## config.mk

```make
export PLATFORM = sky130hd
export DESIGN_NAME = instr_fetch_unit_flat
export DESIGN_NICKNAME = d
export VERILOG_FILES = /design/src/rtl/instr_fetch_unit_if.sv /design/src/rtl/instr_fetch_unit.sv /design/src/flat_wrapper.sv
export SDC_FILE = /design/constraint.sdc
export NUM_CORES = 1
export LEC_CHECK = 0
export CAP_MARGIN = 25
export CORE_ASPECT_RATIO = 1.25
export CORE_MARGIN = 4
export CORE_UTILIZATION = 49
export DETAILED_ROUTE_END_ITERATION = 8
export MAX_ROUTING_LAYER = met4
export PLACE_DENSITY_LB_ADDON = 0.08
export SYNTH_ARGS = -nofsm -noshare
export SYNTH_HDL_FRONTEND = slang
export SYNTH_SLANG_ARGS = --single-unit
```

## constraint.sdc

```tcl
create_clock -name clk -period 2.2 [get_ports clk]
set_input_delay 0.22 -clock clk [delete_from_list [all_inputs] [get_ports clk]]
set_output_delay 0.22 -clock clk [all_outputs]
set_load 0.02 [all_outputs]
```

## src/rtl/instr_fetch_unit_if.sv

```systemverilog
// Bundle between the fetch unit, the byte-wide instruction ROM and the control unit.
// The master modport is the fetch unit's side of the bundle.
interface instr_fetch_unit_if #(
    parameter int ADDR_W = 9
);
    logic              mem_rd;
    logic [ADDR_W-1:0] mem_addr;
    logic [7:0]        mem_rdata;
    logic [31:0]       instr;
    logic              instr_valid;
    logic              instr_ready;
    logic [ADDR_W-1:0] pc;
    logic              redirect_valid;
    logic [ADDR_W-1:0] redirect_target;

    modport master (
        output mem_rd, mem_addr, instr, instr_valid, pc,
        input  mem_rdata, instr_ready, redirect_valid, redirect_target
    );

    modport slave (
        input  mem_rd, mem_addr, instr, instr_valid, pc,
        output mem_rdata, instr_ready, redirect_valid, redirect_target
    );
endinterface

```

## src/rtl/instr_fetch_unit.sv

```systemverilog
// Reads four ROM bytes per instruction, assembles them big-endian and hands the word to
// the control unit; the PC/nPC pair gives redirects a single delay-slot instruction.
module instr_fetch_unit #(
    parameter int ADDR_W   = 9,
    parameter int RESET_PC = 0
) (
    input  logic               clk,
    input  logic               clr,
    instr_fetch_unit_if.master bus
);
    typedef enum logic [1:0] {FETCH, DRAIN, HOLD} state_t;

    localparam logic [ADDR_W-1:0] WORD_STEP = ADDR_W'(4);
    localparam logic [ADDR_W-1:0] PC_INIT   = ADDR_W'(RESET_PC);
    localparam logic [ADDR_W-1:0] NPC_INIT  = PC_INIT + WORD_STEP;

    state_t            state, state_next;
    logic [1:0]        cnt, cnt_next;
    logic [ADDR_W-1:0] pc_q, npc_q;
    logic [31:0]       instr_q;
    logic              valid_q, valid_next;
    logic              accept;
    logic              fetch_rd;
    logic              rd_pending;
    logic [1:0]        rd_idx;

    always_comb begin
        state_next = state;
        cnt_next   = cnt;
        valid_next = valid_q;
        accept     = 1'b0;
        case (state)
            FETCH: begin
                cnt_next = cnt + 2'd1;
                if (cnt == 2'd3) begin
                    state_next = DRAIN;
                end
            end
            DRAIN: begin
                valid_next = 1'b1;
                state_next = HOLD;
            end
            HOLD: begin
                if (valid_q && bus.instr_ready) begin
                    accept     = 1'b1;
                    valid_next = 1'b0;
                    cnt_next   = 2'd0;
                    state_next = FETCH;
                end
            end
            default: state_next = FETCH;
        endcase
    end

    // The strobe is gated by clr so the bus goes quiet the instant reset is asserted.
    assign fetch_rd        = (state == FETCH) && !clr;
    assign bus.mem_rd      = fetch_rd;
    assign bus.mem_addr    = fetch_rd ? (pc_q + {{(ADDR_W-2){1'b0}}, cnt}) : '0;
    assign bus.instr       = instr_q;
    assign bus.instr_valid = valid_q;
    assign bus.pc          = pc_q;

    always_ff @(posedge clk or posedge clr) begin
        if (clr) begin
            state      <= FETCH;
            cnt        <= 2'd0;
            pc_q       <= PC_INIT;
            npc_q      <= NPC_INIT;
            instr_q    <= '0;
            valid_q    <= 1'b0;
            rd_pending <= 1'b0;
            rd_idx     <= 2'd0;
        end else begin
            state      <= state_next;
            cnt        <= cnt_next;
            valid_q    <= valid_next;
            rd_pending <= fetch_rd;
            rd_idx     <= cnt;
            // Only the cycle after a request carries a real byte; other cycles may be X.
            if (rd_pending) begin
                case (rd_idx)
                    2'd0: instr_q[31:24] <= bus.mem_rdata;
                    2'd1: instr_q[23:16] <= bus.mem_rdata;
                    2'd2: instr_q[15:8]  <= bus.mem_rdata;
                    2'd3: instr_q[7:0]   <= bus.mem_rdata;
                endcase
            end
            if (accept) begin
                pc_q  <= npc_q;
                npc_q <= bus.redirect_valid ? {bus.redirect_target[ADDR_W-1:2], 2'b00}
                                            : npc_q + WORD_STEP;
            end
        end
    end
endmodule

```

## src/flat_wrapper.sv

```systemverilog
// flat-port wrapper written by rule: the top's interface ports become plain ports
module instr_fetch_unit_flat 
#(
    parameter int ADDR_W   = 9,
    parameter int RESET_PC = 0
)
  (clk, clr, bus_mem_rd, bus_mem_addr, bus_instr, bus_instr_valid, bus_pc, bus_mem_rdata, bus_instr_ready, bus_redirect_valid, bus_redirect_target);
  instr_fetch_unit_if #(.ADDR_W(ADDR_W)) bus_i ();
  input  logic clk;
  input  logic clr;
  output wire logic [$bits(bus_i.mem_rd)-1:0] bus_mem_rd;
  output wire logic [$bits(bus_i.mem_addr)-1:0] bus_mem_addr;
  output wire logic [$bits(bus_i.instr)-1:0] bus_instr;
  output wire logic [$bits(bus_i.instr_valid)-1:0] bus_instr_valid;
  output wire logic [$bits(bus_i.pc)-1:0] bus_pc;
  input wire logic [$bits(bus_i.mem_rdata)-1:0] bus_mem_rdata;
  input wire logic [$bits(bus_i.instr_ready)-1:0] bus_instr_ready;
  input wire logic [$bits(bus_i.redirect_valid)-1:0] bus_redirect_valid;
  input wire logic [$bits(bus_i.redirect_target)-1:0] bus_redirect_target;
  assign bus_mem_rd = bus_i.mem_rd;
  assign bus_mem_addr = bus_i.mem_addr;
  assign bus_instr = bus_i.instr;
  assign bus_instr_valid = bus_i.instr_valid;
  assign bus_pc = bus_i.pc;
  assign bus_i.mem_rdata = bus_mem_rdata;
  assign bus_i.instr_ready = bus_instr_ready;
  assign bus_i.redirect_valid = bus_redirect_valid;
  assign bus_i.redirect_target = bus_redirect_target;
  instr_fetch_unit #(.ADDR_W(ADDR_W), .RESET_PC(RESET_PC)) u_core (.clk(clk), .clr(clr), .bus(bus_i));
endmodule
```

==> Word level (Yosys, flattened, before mapping) <==
Cells that the tools add are included.
{ "word_totals": {"reg_bits": 58, "input_bits": 21} }
{ "op_classes": {"addsub": 3, "eq_ne": 8, "mux": 10, "reduce_logical": 14} }
{ "op_table": {"columns": ["cell", "n"], "rows": [
  ["9-bit two-way mux", 2],
  ["2-bit AND reduction", 7],
  ["9-bit by 2-bit adder with 9-bit output", 1],
  ["9-bit by 3-bit adder with 9-bit output (second input constant)", 1],
  ["2-bit == test (second input constant)", 4],
  ["2-bit one-hot mux with 3 select lines", 1],
  ["2-bit by 1-bit == test with 1-bit output (second input constant)", 2],
  ["2-bit logical NOT", 2],
  ["2-bit two-way mux", 2],
  ["2-bit by 1-bit != test with 1-bit output (second input constant)", 2],
  ["2-bit one-hot mux with 2 select lines", 1],
  ["2-bit nonzero test", 2],
  ["1-bit two-way mux", 3],
  ["2-bit by 1-bit adder with 2-bit output (second input constant)", 1],
  ["1-bit logical AND", 2],
  ["1-bit one-hot mux with 2 select lines", 1],
  ["1-bit logical NOT", 1]
]} }

==> Depth between registers and ports, before layout <==
Gate-level depths: netlist of the first run.
{ "logic_depth": {"depth_word": 3, "ltp_mapped": 5} }

==> Least setup slack after synthesis of the first run <==
Ideal clock, no wire load.
{ "synth_path": {"path_type": "flip-flop to output port", "startpoint": "register u_core.state[1]", "endpoint": "output port bus_mem_addr[0]", "arrival_ns": 1.591, "t_required_ns": 1.980, "setup_slack_ns": 0.389, "stages_incl_launch_ff": 3, "path_cell_list": "dfrtp_1 > nor3_1 > and2_1"} }
{ "synth_between": {"elab_chain_len": 3} }
{ "synth_rtl": {"columns": ["item", "line_no", "source"], "rows": [
  ["start: declaration", "instr_fetch_unit.sv:17", "state_t state, state_next;"],
  ["start signal: assignment", "instr_fetch_unit.sv:74", "state <= state_next;"],
  ["2-bit logical NOT", "instr_fetch_unit.sv:56", "assign fetch_rd = (state == FETCH) && !clr;"],
  ["1-bit logical AND", "instr_fetch_unit.sv:56", null],
  ["via bus_mem_rd", "flat_wrapper.sv:11", "output wire logic [$bits(bus_i.mem_rd)-1:0] bus_mem_rd;"],
  ["9-bit two-way mux", "instr_fetch_unit.sv:58", "assign bus.mem_addr = fetch_rd ? (pc_q + {{(ADDR_W-2){1'b0}}, cnt}) : '0;"],
  ["end: declaration", "flat_wrapper.sv:12", "output wire logic [$bits(bus_i.mem_addr)-1:0] bus_mem_addr;"]
]} }
The timed path passes the listed nets, and every way through them passes these cells.

==> Worst setup path in the final report of the first run <==
{ "layout_path": {"startpoint": "register u_core.state[0]", "endpoint": "output port bus_mem_addr[4]"} }
{ "layout_between": {"elab_chain_len": 3} }
{ "layout_rtl": {"columns": ["item", "line_no"], "rows": [
  ["2-bit logical NOT", "instr_fetch_unit.sv:56"],
  ["1-bit logical AND", "instr_fetch_unit.sv:56"],
  ["9-bit two-way mux", "instr_fetch_unit.sv:58"]
]} }
No other way between the ends.

==> results of run 1 <==
-- sequential cells by signal, indices dropped and copies added, names as in the netlist --
register,cells
u_core.bus.pc,7
u_core.npc_q,7
u_core.bus.instr_valid,1
u_core.bus.instr,32
u_core.rd_idx,2
u_core.rd_pending,1
u_core.cnt,2
u_core.state,2
-- cell type report --
class / instances / area (sq um)
sequential: 54 / 1350
multi-input combinational: 122 / 908
clock inverter: 2 / 37.5
inverter: 3 / 11.3
fill: 330 / 1300
tap: 58 / 72.6
clock buffer: 6 / 72.6
timing repair buffer: 72 / 741
-- cells in the final DEF (no fill, tap or decap), drive strengths merged, types with 2 or more instances in the layout --
master	count
dlymetal6s2s	7
mux2	34
ha	2
o21ai	10
nand3	5
and2	10
clkbuf	6
buf	4
dfrtp	53
a21oi	2
mux2i	3
conb	2
a22oi	2
a31oi	2
nand3b	2
nand4	2
nor3	2
nand2b	2
nand2	26
nor2	6
inv	3
clkdlybuf4s50	61
-- worst max-delay path: cells and delay by family (launching register included) --
family        cells  cell delay [ns]
buf+inv           2             0.75
flops             1             0.48
simple gates      2             0.33
-- metrics by stage --
stage               hold WS, ns  std cells
floorplan                 0.360        187
global placement          0.414        309
detailed placement        0.430        309
CTS                       0.324        317
global route              0.359        317
finish                    0.330        317
-- worst min path at each step --
stage	from	to	slack [ns]	cells after the start
after floorplan	bus_redirect_target[2]	u_core.npc_q[2]$_DFFE_PP1N_	0.36	2
after global placement	u_core.cnt[1]$_DFFE_PP0P_	u_core.rd_idx[1]$_DFF_PP0_	0.41	0
after detailed placement	u_core.cnt[1]$_DFFE_PP0P_	u_core.rd_idx[1]$_DFF_PP0_	0.43	0
after CTS	clr	u_core.npc_q[3]$_DFFE_PP0N_	0.32	3
after global routing	clr	u_core.bus.instr_valid$_DFFE_PP0P_	0.36	3
final	clr	u_core.bus.instr_valid$_DFFE_PP0P_	0.33	3
-- where the power goes --
group / switching [mW] / total [mW] / internal (mW) / leakage, nW
clock: 0.304 / 0.643 / 0.340 / 0.0514
combinational: 1.02 / 2.20 / 1.17 / 0.794
sequential: 0.377 / 1.85 / 1.47 / 0.650
-- routing by layer --
metal,vias up,wire [um],global-route usage [%]
li1,789,-,-
met1,801,1990,20.8
met4,0,46,4.26
met3,5,266,3.67
met2,54,2440,29.1
met5,-,0,-
-- cells by family (layout without fill, tap and decap cells) --
family / count (synthesis) / in the layout
fa+ha+maj: 2 / 2
mux: 37 / 37
buf+inv: 11 / 83
flops: 54 / 54
other cells: 1 / 2
compound gates: 19 / 19
simple gates: 62 / 62
==> results.txt, run 1 <==
status -> complete, no violations
Crit Path Class -> reg2out
share of the synthesized area in the top cell type -> 57.3%
mux share of post-synthesis cell area -> 18.0%
most common cell in the netlist -> dfrtp_1
Starting Density -> 51.5%
Layout Skew -> 0.00476 ns
CTS Buf Count -> 5
Max Cap Viol -> 0
worst-margin pin slew -> 0.588 ns
DR vias -> 1649
Slew Limit Fails -> 0
CTS resizes -> 0
Distinct cells, synth -> 34
initial drt markers -> 49
sequential area share after synthesis -> 58.4%
worst slack, placed -> 0.209 ns
CP Launch Point -> u_core.state[0]$_DFFE_PP0P_
final design utilization -> 71.1%
Die H -> 84.8 um
asr flop ratio synth -> 100%
Max H-tree Level -> 2
largest net degree at the start of global routing -> 55
Vias per Instance -> 5.20
Worst Setup EP -> bus_mem_addr[4]
clk_lat worst skew -> 0.30 ns
post-route ant nets -> 0
simple logic cell fraction of the synthesized area -> 14.7%
Main synth FF type -> dfrtp_1
post-synthesis adder-cell area fraction -> 1.08%
GRT Overall Usage -> 17.1%
slowest CP cell -> clkdlybuf4s50_1
final setup violating endpoints -> 0
xor and xnor fraction of the mapped netlist area -> 0%
Worst Setup Slack, final -> 0.125 ns
DRC -> 0
Synth Area in Compound Gates -> 4.92%
slew margin rel. -> 60.7%
Post-synth top cells -> dfrtp_1 (53), mux2_2 (33), nand2_1 (26), and2_1 (10), o21ai_0 (10)
R2R setup slack -> 0.69 ns
reg2reg start -> u_core.state[0]$_DFFE_PP0P_
GR Overflow Total -> 0
Post-synth EDFFs -> 0
VDD IR max -> 0.000738 V
worst reg2reg endpoint -> u_core.npc_q[7]$_DFFE_PP0N_
Post-CTS Hold Buffers -> 0
Tmin final -> 2.08 ns
Synth area leaders -> dfrtp_1 (57%), mux2_2 (16%), nand2_1 (4.2%)
fin area -> 3200 sq um
top cell type by total area after synthesis -> dfrtp_1
hpwl dp -> 3.43 mm
PortBufs -> 68
WL per Instance -> 15.0 um
Critical Path RT -> 1.98 ns
fmax -> 482 MHz
worst min-delay path class -> in2async
Placeable Area -> 4490 sq um
P&R area growth vs syn -> 38.1%
post-synthesis register bit count -> 54
yosys warns -> 0
Inserted Diodes -> 0
type of destination of the critical path -> primary output
pwr/cell area -> 1470 nW/um^2
Longest Clk Path Bufs -> 2
Core Rows -> 27
CTS clk-pin slew, worst paths -> 0.09 ns
initial antenna violation count -> 0
proportion of layout cells with a drive suffix above 1 -> 20.5%
IO Count -> 73
Final Cycle Share -> 94.3%
crit path DAT -> 1.86 ns
Hold Vio Cnt, Final -> 0
global-route wire length before repair -> 7.91 mm
Total Nets Final -> 281
clock sink count -> 54
CP cell instances -> nor3_2 -> buf_4 -> and2_1 -> clkdlybuf4s50_1
post-synthesis cell count -> 186
Leakage -> 1.50 nW
RSZ-0062 raised after global routing -> no
worst stage delay on the critical path -> 0.59 ns
largest family of logic cells by synthesized area -> multiplexers
Die Wd -> 69.5 um
drt first pass iters -> 4
GPL Wtd Cong -> 0.768
DP Area -> 3060 sq um
Setup Fix Bufs, Post-CTS -> 0
CP max FO -> 8
setup tns final -> 0 ns
synthesized area -> 2310 sq um
drt total wl -> 4.75 mm
critical path launch point type -> flop
CTS tree -> yes
Design Power -> 4.69 mW
Root Driver -> clkbuf_8
vias in the first global route -> 1642
die area -> 5890 sq um
worst reg-to-reg path cell count -> 3
syn avg cell area -> 12.4 sq um
(Power assumes the default switching activity.)
==> run 2: changes to the inputs <==
--- a/config.mk
+++ b/config.mk
@@ -9,6 +9,7 @@
 export CORE_ASPECT_RATIO = 1.25
 export CORE_MARGIN = 4
 export CORE_UTILIZATION = 49
+export CTS_CLUSTER_SIZE = 8
 export DETAILED_ROUTE_END_ITERATION = 8
 export MAX_ROUTING_LAYER = met4
 export PLACE_DENSITY_LB_ADDON = 0.08
==> results of run 2 <==
Same layout as run 1: the final DEF is identical, and so are final timing and power.
